### config.mk
export PLATFORM = sky130hd
export DESIGN_NAME = traffic_signal_ctrl_param
export DESIGN_NICKNAME = d
export VERILOG_FILES = /design/src/rtl/traffic_signal_ctrl_param.sv
export SDC_FILE = /design/constraint.sdc
export NUM_CORES = 1
export LEC_CHECK = 0
export ABC_AREA = 0
export BUFFER_PORTS_ARGS = -buffer_cell sky130_fd_sc_hd__buf_2
export CORE_MARGIN = 4
export CORE_UTILIZATION = 55
export CTS_CLUSTER_DIAMETER = 100
export DETAILED_ROUTE_END_ITERATION = 10
export PLACE_DENSITY = 0.77
export SYNTH_ARGS = -nofsm -noshare
export SYNTH_HDL_FRONTEND = slang
export SYNTH_SLANG_ARGS = --single-unit
### constraint.sdc
create_clock -name clk -period 2.2 [get_ports clk]
set_input_delay 0.66 -clock clk [delete_from_list [all_inputs] [get_ports clk]]
set_output_delay 0.66 -clock clk [all_outputs]
set_load 0.1 [all_outputs]
### src/rtl/traffic_signal_ctrl_param.sv
// Highway/country-road signal controller with per-phase cycle timer, min highway green,
// max country green and a latched pedestrian request served with a walk lamp.
// Latency: lamps decode the registered state; requests act on the next posedge. No backpressure.
module traffic_signal_ctrl_param #(
    parameter int CNT_W         = 8,
    parameter int Y2R_CYC       = 3,
    parameter int R2G_CYC       = 2,
    parameter int MIN_HWY_GRN   = 4,
    parameter int MAX_CNTRY_GRN = 8,
    parameter int PED_WALK      = 5
) (
    input  logic       clk,
    input  logic       clr,
    input  logic       x,
    input  logic       ped_req,
    output logic [1:0] hwy,
    output logic [1:0] cntry,
    output logic       walk,
    output logic [2:0] state_o
);

    typedef enum logic [2:0] {
        S0 = 3'd0,
        S1 = 3'd1,
        S2 = 3'd2,
        S3 = 3'd3,
        S4 = 3'd4
    } state_t;

    localparam logic [1:0] LAMP_RED = 2'd0;
    localparam logic [1:0] LAMP_YEL = 2'd1;
    localparam logic [1:0] LAMP_GRN = 2'd2;

    // Timer values on the last cycle of each phase (a phase of N cycles ends at N-1).
    localparam logic [CNT_W-1:0] Y2R_LAST   = CNT_W'(Y2R_CYC - 1);
    localparam logic [CNT_W-1:0] R2G_LAST   = CNT_W'(R2G_CYC - 1);
    localparam logic [CNT_W-1:0] HWY_MIN_LAST = CNT_W'(MIN_HWY_GRN - 1);
    localparam logic [CNT_W-1:0] CNT_MAX_LAST = CNT_W'(MAX_CNTRY_GRN - 1);
    localparam logic [CNT_W-1:0] PED_LAST   = CNT_W'(PED_WALK - 1);
    localparam logic [CNT_W-1:0] TMR_SAT    = '1;

    state_t           r_state;
    logic [CNT_W-1:0] r_timer;
    logic             r_ped_pend;
    logic             r_walk_act;

    state_t           w_nxt;
    logic [CNT_W-1:0] w_min_last;
    logic             w_enter_s3;
    logic             w_exit_s4;

    // Next-state selection; x is only looked at in S0 and S3.
    always_comb begin
        w_nxt      = r_state;
        w_min_last = r_walk_act ? PED_LAST : '0;
        case (r_state)
            S0: if ((r_timer >= HWY_MIN_LAST) && (x || r_ped_pend)) w_nxt = S1;
            S1: if (r_timer == Y2R_LAST) w_nxt = S2;
            S2: if (r_timer == R2G_LAST) w_nxt = S3;
            S3: if ((r_timer == CNT_MAX_LAST) || (!x && (r_timer >= w_min_last))) w_nxt = S4;
            S4: if (r_timer == Y2R_LAST) w_nxt = S0;
            default: w_nxt = S0;
        endcase
        w_enter_s3 = (r_state != S3) && (w_nxt == S3);
        w_exit_s4  = (r_state == S4) && (w_nxt == S0);
    end

    // State, phase timer and pedestrian bookkeeping; clr overrides everything.
    always_ff @(posedge clk) begin
        if (clr) begin
            r_state    <= S0;
            r_timer    <= '0;
            r_ped_pend <= 1'b0;
            r_walk_act <= 1'b0;
        end else begin
            r_state <= w_nxt;
            if (w_nxt != r_state)
                r_timer <= '0;
            else if (r_timer != TMR_SAT)
                r_timer <= r_timer + 1'b1;

            // A press landing on the S3 entry edge is served in this round, not lost.
            if (w_enter_s3)
                r_ped_pend <= 1'b0;
            else if (ped_req)
                r_ped_pend <= 1'b1;

            if (w_enter_s3)
                r_walk_act <= r_ped_pend | ped_req;
            else if (w_exit_s4)
                r_walk_act <= 1'b0;
        end
    end

    // Lamp decode from the registered state; illegal codes show the S0 lamps.
    always_comb begin
        hwy     = LAMP_GRN;
        cntry   = LAMP_RED;
        walk    = 1'b0;
        state_o = r_state;
        case (r_state)
            S1: begin
                hwy   = LAMP_YEL;
                cntry = LAMP_RED;
            end
            S2: begin
                hwy   = LAMP_RED;
                cntry = LAMP_RED;
            end
            S3: begin
                hwy   = LAMP_RED;
                cntry = LAMP_GRN;
                walk  = r_walk_act;
            end
            S4: begin
                hwy   = LAMP_RED;
                cntry = LAMP_YEL;
            end
            default: begin
                hwy   = LAMP_GRN;
                cntry = LAMP_RED;
            end
        endcase
    end

endmodule
==> flow_summary.json, run 1 <==
{
  "async_flop_share_pct": 0,
  "dr_total_vias": 850,
  "vdd_drop_max_mv": 0.4511,
  "worstMarginPinSlew_ps": 486.0,
  "cts_buffers": 3,
  "routed_via_density": 6.115,
  "yosysMostFrequentCell": "nand2_1",
  "grt_max_degree": 14,
  "fin_total_pwr_uw": 869.6,
  "htree_levels": 1,
  "synth_top_area_share_pct": 28.89,
  "die_area_sq_um": 2349,
  "postSynthCellCount": 113,
  "routed_wl_um": 1986,
  "synth.area.top_cells": "dfxtp_1 (29%), ha_1 (6.9%), nand2_1 (5.8%)",
  "seqCellArea_sq_um": 271.5,
  "grt_pass1_wl_um": 3484,
  "initial_core_util_pct": 59.11,
  "skew_ps": 5.707,
  "nets": 133,
  "placementRows": 14,
  "dieWidth_um": 48.47,
  "crit_chain": "nand2_4 > nor2_4 > and2_4 > clkbuf_4",
  "core_sq_um": 1524,
  "reg2reg_slack_ps": 300,
  "hold_end": "r_walk_act",
  "portBuffers": 11,
  "firstDrtPassIters": 4,
  "outcome": "complete, no violations",
  "hpwlAfterDp_um": 1547,
  "worst-r2r-cell-count": 5,
  "path_max_fanout": 11,
  "route.antenna.remaining_nets": 0,
  "drt-initial-drc-count": 16,
  "setup_tns_ps": 0,
  "path_clk_slew_ps": 90,
  "hp-start": "r_walk_act",
  "min_path_type": "flop to flop",
  "final-setup-viol-count": 0,
  "critPathRequiredTime_ps": 1540,
  "finalMaxSlewViolations": 0,
  "endpoint_kind": "primary output",
  "synth_seq_cells": 13,
  "synth_edf_count": 0,
  "grtUsageTotal_pct": 17.93,
  "syn_to_final_growth_pct": 17.50,
  "hold_viol_final": 0,
  "maxSlewHeadroom_pct": 67.82,
  "io_pins": 12,
  "ys_warn_count": 0,
  "drc": 0,
  "syn_area_per_cell_sq_um": 7.972,
  "r2r-end": "r_timer[2]",
  "multi_input_comb_area_sq_um": 619.3,
  "ys_seq_area_share_pct": 28.89,
  "rsz0062_at_grt": "false",
  "stdcell_area_sq_um": 1059,
  "crit_path_top_delay_cell": "dfxtp_4",
  "ctsRootBufferMaster": "clkbuf_4",
  "grt_pass1_vias": 799,
  "post-route-min-period_ps": 2090,
  "fmax_mhz": 478.6,
  "fillCellCount": 132,
  "clock-sinks": 13,
  "ctsHoldBuffers": 0,
  "synth_area_leader_cell": "dfxtp_1",
  "cts_tree": "yes",
  "syn_nets": 122,
  "synth_top_flop_cell": "dfxtp_1",
  "p_leak_nw": 0.4252,
  "cts_setup_buffers": 0,
  "wl_per_cell_um": 14.29,
  "whs_path_depth": 2,
  "die_y_um": 48.47,
  "p_per_area_nw_per_um2": 821.5,
  "maxCapViolations": 0,
  "grt_overflow_total": 0,
  "n_antenna_cell": 0,
  "ys_top_cells_by_count": "nand2_1 (14), dfxtp_1 (13), nor2_1 (11)",
  "grt_antenna_before_repair": 0,
  "slowest_delay_ps": 440,
  "insertion_delay_ps": 280,
  "gp_congestion": 0.8077,
  "critPathLaunchType": "flop",
  "min_period_over_period_pct": 94.98,
  "drive_gt1_share_pct": 24.39,
  "worstSetupPathType": "flop to primary output",
  "synth_area_sq_um": 900.9,
  "post_dp_cell_area_sq_um": 1027,
  "crit_arrival_ps": 1430,
  "timing.rr.start": "r_timer[0]",
  "cts_buffer_depth": 2,
  "synth_cell_types": 38
}
## worst max-delay path, delay by kind of cell, from the launching register on
family        cells  cell delay (ps)
flops             1              440
simple gates      3              390
buf+inv           1              310
## through the flow
| stage | util (%) | worst slack [ps] | std cells | hold slack, ps |
|---|---|---|---|---|
| finish | 69.46 | 110.4 | 139 | 521.9 |
| global route | 69.46 | 35.07 | 139 | 530.3 |
| CTS | 69.13 | 11.47 | 139 | 513.6 |
| detailed placement | 67.41 | 331.2 | 135 | 501.2 |
| global placement | 67.41 | 344.4 | 135 | 492.7 |
| floorplan | - | -268.9 | 113 | 449.3 |
## worst max-delay path by stage
| stage | from | end | slack (ps) | cells past startpoint |
|---|---|---|---|---|
| 6_report | state_o[1] | walk | 110 | 4 |
| 2_1_floorplan | state_o[1] | walk | -270 | 4 |
| 4_1_cts | state_o[1] | walk | 10 | 4 |
| 3_5_place_dp | state_o[1] | walk | 330 | 4 |
| 3_3_place_gp | state_o[1] | walk | 340 | 4 |
| 5_1_grt | state_o[1] | walk | 40 | 4 |
## layout make-up
class / count / share of cell area, %
inverter: 7 / 2.482
tap: 16 / 1.891
timing repair buffer: 12 / 8.983
sequential: 13 / 25.65
clock buffer: 4 / 2.482
multi-input combinational: 87 / 58.51
## placed cells by master, fill, tap and decap left out, types with 2 or more instances in the layout
cell type	Yosys	routed
nor3_1	7	7
buf_2	1	8
a211o_1	2	2
nor2_1	11	9
dfxtp_4	0	3
nand2_1	14	13
nand2b_1	2	2
nand3_1	4	4
and2_4	1	2
clkbuf_4	0	4
and3_1	3	3
a21oi_1	5	5
inv_1	7	7
o21ai_1	2	2
dfxtp_1	13	10
ha_1	5	5
a31oi_1	6	6
buf_12	0	2
o21ai_0	2	2
## flip-flops by register name, summed over array words and instances (netlist names)
register and count:
r_timer 8, state_o 3, r_ped_pend 1, r_walk_act 1
## timing repair
item | 4_1_cts | 5_1_grt
resized for setup | 0 | 2
endpoints found under the setup margin | 0 | 2
hold endpoints to repair | 0 | 0
## cells by family (layout without fill, tap and decap cells)
family | after synthesis | count (layout) | share of synthesized area [%]
muxes | 1 | 1 | 1.111
and+or+nand+nor | 54 | 54 | 32.08
xor gates and xnor gates | 2 | 2 | 1.945
AOI/OAI and AO/OA | 25 | 25 | 20.97
buffers and inverters | 13 | 23 | 8.056
DFF | 13 | 13 | 28.89
adders and majority gates | 5 | 5 | 6.944
## layer usage
layer / vias up / global-route usage, % / share of wire, %
met5: - / 0 / 0
met4: 0 / 6.278 / 1.4
met3: 5 / 2.761 / 5.6
met2: 28 / 28.26 / 47
met1: 394 / 24.67 / 46
li1: 423 / - / -
## where the power goes
group / total (mW) / internal [mW] / switching, mW
Combinational: 0.399 / 0.137 / 0.262
Clock: 0.154 / 0.0704 / 0.0833
Sequential: 0.317 / 0.264 / 0.0531
Total: 0.870 / 0.471 / 0.398
(Power assumes the default switching activity.)
==> inputs of run 2 (changes only) <==
- CORE_MARGIN: 4 -> 2
==> flow_summary.json, run 2 (synthesis gave the netlist of run 1 again) <==
{
  "rsz0062_at_grt": "false",
  "drc": 0,
  "initial_core_util_pct": 59.11,
  "dieWidth_um": 44.47,
  "min_period_over_period_pct": 94.34,
  "dr.max_layer_used": "met4",
  "worstMarginPinSlew_ps": 485.3,
  "wl_met2_um": 893,
  "grt_max_degree": 14,
  "maxCapViolations": 0,
  "post-route-min-period_ps": 2076,
  "n_antenna_cell": 0,
  "routed_wl_um": 1931,
  "path_clk_slew_ps": 70,
  "finalMaxSlewViolations": 0,
  "fmax_mhz": 481.8,
  "cts_buffers": 3,
  "worst-r2r-cell-count": 5,
  "reg2reg_slack_ps": 330,
  "critPathCapture": "walk",
  "setup_tns_ps": 0,
  "firstDrtPassIters": 4,
  "largest_register_ffs": 8,
  "largest-register": "r_timer",
  "drt-met1-wl_um": 911,
  "routed_via_density": 6.050,
  "ctsRootBufferMaster": "clkbuf_4",
  "vdd_drop_max_mv": 0.5648,
  "htree_levels": 1,
  "skew_ps": 0.9030,
  "dr_wl_met3_um": 81,
  "path_max_fanout": 11,
  "final-setup-viol-count": 0,
  "clock-sinks": 13,
  "syn_to_final_growth_pct": 17.50,
  "hpwlAfterDp_um": 1508,
  "die_y_um": 44.47,
  "grt_pass1_vias": 748,
  "critPathRequiredTime_ps": 1540,
  "grtUsageTotal_pct": 23.72,
  "drive_gt1_share_pct": 24.39,
  "route.antenna.remaining_nets": 0,
  "p_per_area_nw_per_um2": 812.2,
  "hold_viol_final": 0,
  "cts_tree": "yes",
  "cts_buffer_depth": 2,
  "portBuffers": 11,
  "grt_pass1_wl_um": 3318,
  "hold_ws_ps": 517.2,
  "outcome": "complete, no violations",
  "die_area_sq_um": 1978,
  "timing.rr.start": "r_timer[0]",
  "maxSlewHeadroom_pct": 67.87,
  "setup.worst_path.start": "state_o[1]",
  "dp_slack_ps": 341.7,
  "drt-initial-drc-count": 26,
  "post_dp_cell_area_sq_um": 1027,
  "fillCellCount": 136,
  "dr_total_vias": 841,
  "crit_arrival_ps": 1420,
  "critPathLaunchType": "flop",
  "io_pins": 12,
  "endpoint_kind": "primary output",
  "setup_slack_ps": 124.5,
  "grt_overflow_total": 0,
  "r2r-end": "r_timer[2]",
  "min_path_type": "flop to flop",
  "placementRows": 14,
  "final_common_cell": "nand2_1",
  "grt_antenna_before_repair": 0,
  "most-common-layout-cells": "nand2_1 (13), dfxtp_1 (10), nor2_1 (9)",
  "core_sq_um": 1524,
  "fin_total_pwr_uw": 859.7,
  "wl_per_cell_um": 13.89,
  "gp_congestion": 0.8117,
  "stdcell_area_sq_um": 1059,
  "worstSetupPathType": "flop to primary output",
  "nets": 133,
  "p_leak_nw": 0.4252,
  "insertion_delay_ps": 280
}
-- run 2: cell counts in the layout (fill, tap and decap cells not counted) --
No cell type changed its count.
-- run 2: worst min-delay path by stage --
stage | start | to | slack [ps] | cells past startpoint
6_report | r_ped_pend | r_ped_pend | 520 | 2
5_1_grt | r_walk_act | r_walk_act | 570 | 2
4_1_cts | r_walk_act | r_walk_act | 510 | 2
3_5_place_dp | r_walk_act | r_walk_act | 500 | 2
3_3_place_gp | r_ped_pend | r_ped_pend | 490 | 2
2_1_floorplan | r_walk_act | r_walk_act | 450 | 2
-- run 2: layout make-up --
cell class / count / area (sq um) / area share, %
tap: 16 / 20.02 / 1.891
timing repair buffer: 12 / 95.09 / 8.983
sequential: 13 / 271.5 / 25.65
multi-input combinational: 87 / 619.3 / 58.51
clock buffer: 4 / 26.28 / 2.482
inverter: 7 / 26.28 / 2.482
-- run 2: per-layer routing --
metal  global-route usage [%]  up-vias
met5                        0        -
met4                    14.55        0
met3                    6.122        4
met2                    33.33       18
met1                    32.01      392
li1                         -      427
-- run 2: report_power, final --
| group | leakage [nW] | switching (mW) | internal (mW) | total, mW |
|---|---|---|---|---|
| clock | 0.0150 | 0.0794 | 0.0706 | 0.150 |
| combinational | 0.302 | 0.257 | 0.137 | 0.394 |
| sequential | 0.108 | 0.0518 | 0.264 | 0.316 |
| total | 0.425 | 0.389 | 0.471 | 0.860 |
-- run 2: critical path, cell delays in order, from the launching register on --
cell,delay (ps)
dfxtp_4,440
nand2_4,80
nor2_4,150
and2_4,150
clkbuf_4,310
-- run 2: what timing repair did --
item	in CTS	in global routing
buffers inserted	0	0
gates resized for setup	0	2
setup endpoints to repair	0	2
hold buffers	0	0
hold endpoints to repair	0	0
-- run 2: metrics by stage --
step,utilization [%],std cells
after CTS,69.13,139
final,69.46,139
after global routing,69.46,139
after detailed placement,67.41,135
after floorplan,-,113
after global placement,67.41,135
==> inputs of run 3 (changes only) <==
- ABC_AREA: 0 -> 1
- BUFFER_PORTS_ARGS: -buffer_cell sky130_fd_sc_hd__buf_2 -> default
- CORE_UTILIZATION: 55 -> 60
- DONT_BUFFER_PORTS: default -> 1
- PLACE_DENSITY: 0.77 -> 0.76
==> flow_summary.json, run 3 <==
{
  "portBuffers": 0,
  "dr_total_vias": 822,
  "stdcell_count": 150,
  "largest_register_ffs": 8,
  "p_leak_nw": 0.4431,
  "post-route-min-period_ps": 2109,
  "crit_chain": "inv_4 > nor3_4 > and2_4 > buf_12",
  "min_period_over_period_pct": 95.87,
  "gp_congestion": 0.9089,
  "synthXorXnorAreaFrac_pct": 2.901,
  "hold_viol_final": 0,
  "worstSetupPathType": "flop to primary output",
  "syn_area_per_cell_sq_um": 7.425,
  "gr-usage-met2_pct": 40.30,
  "endpoint_kind": "primary output",
  "die_y_um": 42.86,
  "drive_gt1_share_pct": 29.85,
  "rsz0062_at_grt": "false",
  "hpwlAfterDp_um": 1533,
  "ctsRootBufferMaster": "clkbuf_4",
  "final_common_cell": "nand2_1",
  "synth_compound_area_share_pct": 8.564,
  "cts_buffer_depth": 2,
  "dieWidth_um": 42.86,
  "grtUsageTotal_pct": 24.38,
  "synth_area_sq_um": 905.9,
  "syn_to_final_growth_pct": 19.34,
  "synthSimpleGateAreaFrac_pct": 45.03,
  "synth.area.top_cells": "dfxtp_1 (29%), nor3_2 (11%), nand2_1 (8.7%)",
  "finalMaxSlewViolations": 0,
  "cts_buffers": 3,
  "setup_tns_ps": 0,
  "routed_wl_um": 1951,
  "critPathRequiredTime_ps": 1540,
  "worstMarginPinSlew_ps": 368.7,
  "die_area_sq_um": 1837,
  "synth_top_family_by_area": "simple AND/OR/NAND/NOR gates",
  "io_pins": 12,
  "placementRows": 14,
  "most-common-layout-cells": "nand2_1 (21), nor2_1 (17), inv_1 (12)",
  "firstDrtPassIters": 4,
  "min_path_type": "input pin to flop",
  "vdd_drop_max_mv": 0.4860,
  "drc": 0,
  "ys_top_cells_by_count": "nand2_1 (21), nor2_1 (17), dfxtp_1 (13)",
  "cts_tree": "yes",
  "grt_use_met3_pct": 5.532,
  "htree_levels": 1,
  "grt_overflow_total": 0,
  "core_sq_um": 1454,
  "initial_core_util_pct": 62.31,
  "synth_top_flop_cell": "dfxtp_1",
  "postSynthCellCount": 122,
  "final-setup-viol-count": 0,
  "p_per_area_nw_per_um2": 823.0,
  "route.antenna.remaining_nets": 0,
  "top_usage_layer": "met2",
  "drt-initial-drc-count": 20,
  "post-place-cells": 146,
  "insertion_delay_ps": 280,
  "maxCapViolations": 0,
  "synth_seq_cells": 13,
  "critPathBufInv": 2,
  "slowest_delay_ps": 390,
  "syn_nets": 131,
  "comb_power_share_pct": 49.5,
  "synth_cell_types": 23,
  "path_clk_slew_ps": 80,
  "crit_arrival_ps": 1450,
  "maxSlewHeadroom_pct": 75.34,
  "grt_use_met1_pct": 31.30,
  "grt_antenna_before_repair": 0,
  "skew_ps": 5.356,
  "ys_warn_count": 0,
  "nets": 144,
  "pwr-share-seq_pct": 33.6,
  "grt_pass1_wl_um": 3305,
  "crit_path_top_delay_cell": "dfxtp_4",
  "synth_area_leader_cell": "dfxtp_1",
  "critPathLaunchType": "flop",
  "synth_edf_count": 0,
  "yosysMostFrequentCell": "nand2_1",
  "grt_pass1_vias": 776,
  "power_switching_share_pct": 47.88,
  "ys_seq_area_share_pct": 28.73,
  "async_flop_share_pct": 0,
  "clock_power_share_pct": 17.0,
  "clock-sinks": 13,
  "synth_fa_ha_area_share_pct": 6.906,
  "n_antenna_cell": 0,
  "outcome": "complete, no violations",
  "routed_via_density": 5.480,
  "p_sw_uw": 426.0,
  "path_max_fanout": 5,
  "fmax_mhz": 474.1,
  "path_delay_family": "simple AND/OR/NAND/NOR gates",
  "wl_per_cell_um": 13.01,
  "largest-register": "r_timer",
  "power.internal_uw": 463.7,
  "synth_top_area_share_pct": 28.73,
  "cts_setup_buffers": 0,
  "grt_max_degree": 9,
  "final_util_pct": 74.35,
  "synthMuxAreaShare_pct": 0
}
[run 3: metrics by stage]
| step | total power [mW] | hold WS (ps) | worst slack [ps] | instance area (sq um) |
|---|---|---|---|---|
| 2_1_floorplan | 0.6438 | 452.0 | -561.2 | 949.7 |
| 3_3_place_gp | 0.7288 | 488.0 | 420.6 | 1055 |
| 3_5_place_dp | 0.7428 | 506.5 | 382.9 | 1055 |
| 4_1_cts | 0.8936 | 429.6 | 74.22 | 1081 |
| 5_1_grt | 0.9517 | 417.7 | 26.86 | 1081 |
| 6_report | 0.8897 | 430.8 | 90.85 | 1081 |
[run 3: cell families (layout without fill, tap and decap cells)]
family                     count (synthesis)  count (layout)
AOI/OAI and AO/OA                         14              14
xor gates and xnor gates                   3               3
adders and majority gates                  5               5
buffers and inverters                     19              31
DFF                                       13              13
and+or+nand+nor                           68              68
[run 3: layout make-up]
type	count	area, sq um
multi-input cells	90	604.3
fillers	114	372.9
flip-flops and latches	13	271.5
repair buffers	8	85.08
inverters	19	73.82
clock buffers	4	26.28
well taps	16	20.02
[run 3: power groups by stage]
stage	Combinational [mW]	Sequential [mW]	Clock [mW]
finish	0.440	0.299	0.151
global route	0.482	0.301	0.168
CTS	0.442	0.297	0.154
detailed placement	0.440	0.303	0
global placement	0.428	0.301	0
floorplan	0.301	0.343	0
[run 3: final timing paths]
check                                 from          to  slack (ps)  cells past startpoint
worst max register to register  r_timer[2]  r_timer[7]         440                      9
worst min-delay path                   clr  state_o[0]         430                      1
worst min register to register  r_ped_pend  r_ped_pend         520                      2
worst max-delay path            state_o[0]        walk          90                      4
[run 3: layer usage]
metal  wire, um  vias up
met5          0        -
met4         10        0
met3         83        2
met2        925       21
met1        932      374
li1           -      425
[run 3: timing repair]
| action | CTS | global route |
|---|---|---|
| gates resized for setup | 0 | 0 |
| hold buffers | 0 | 0 |
| endpoints found under the setup margin | 0 | 1 |
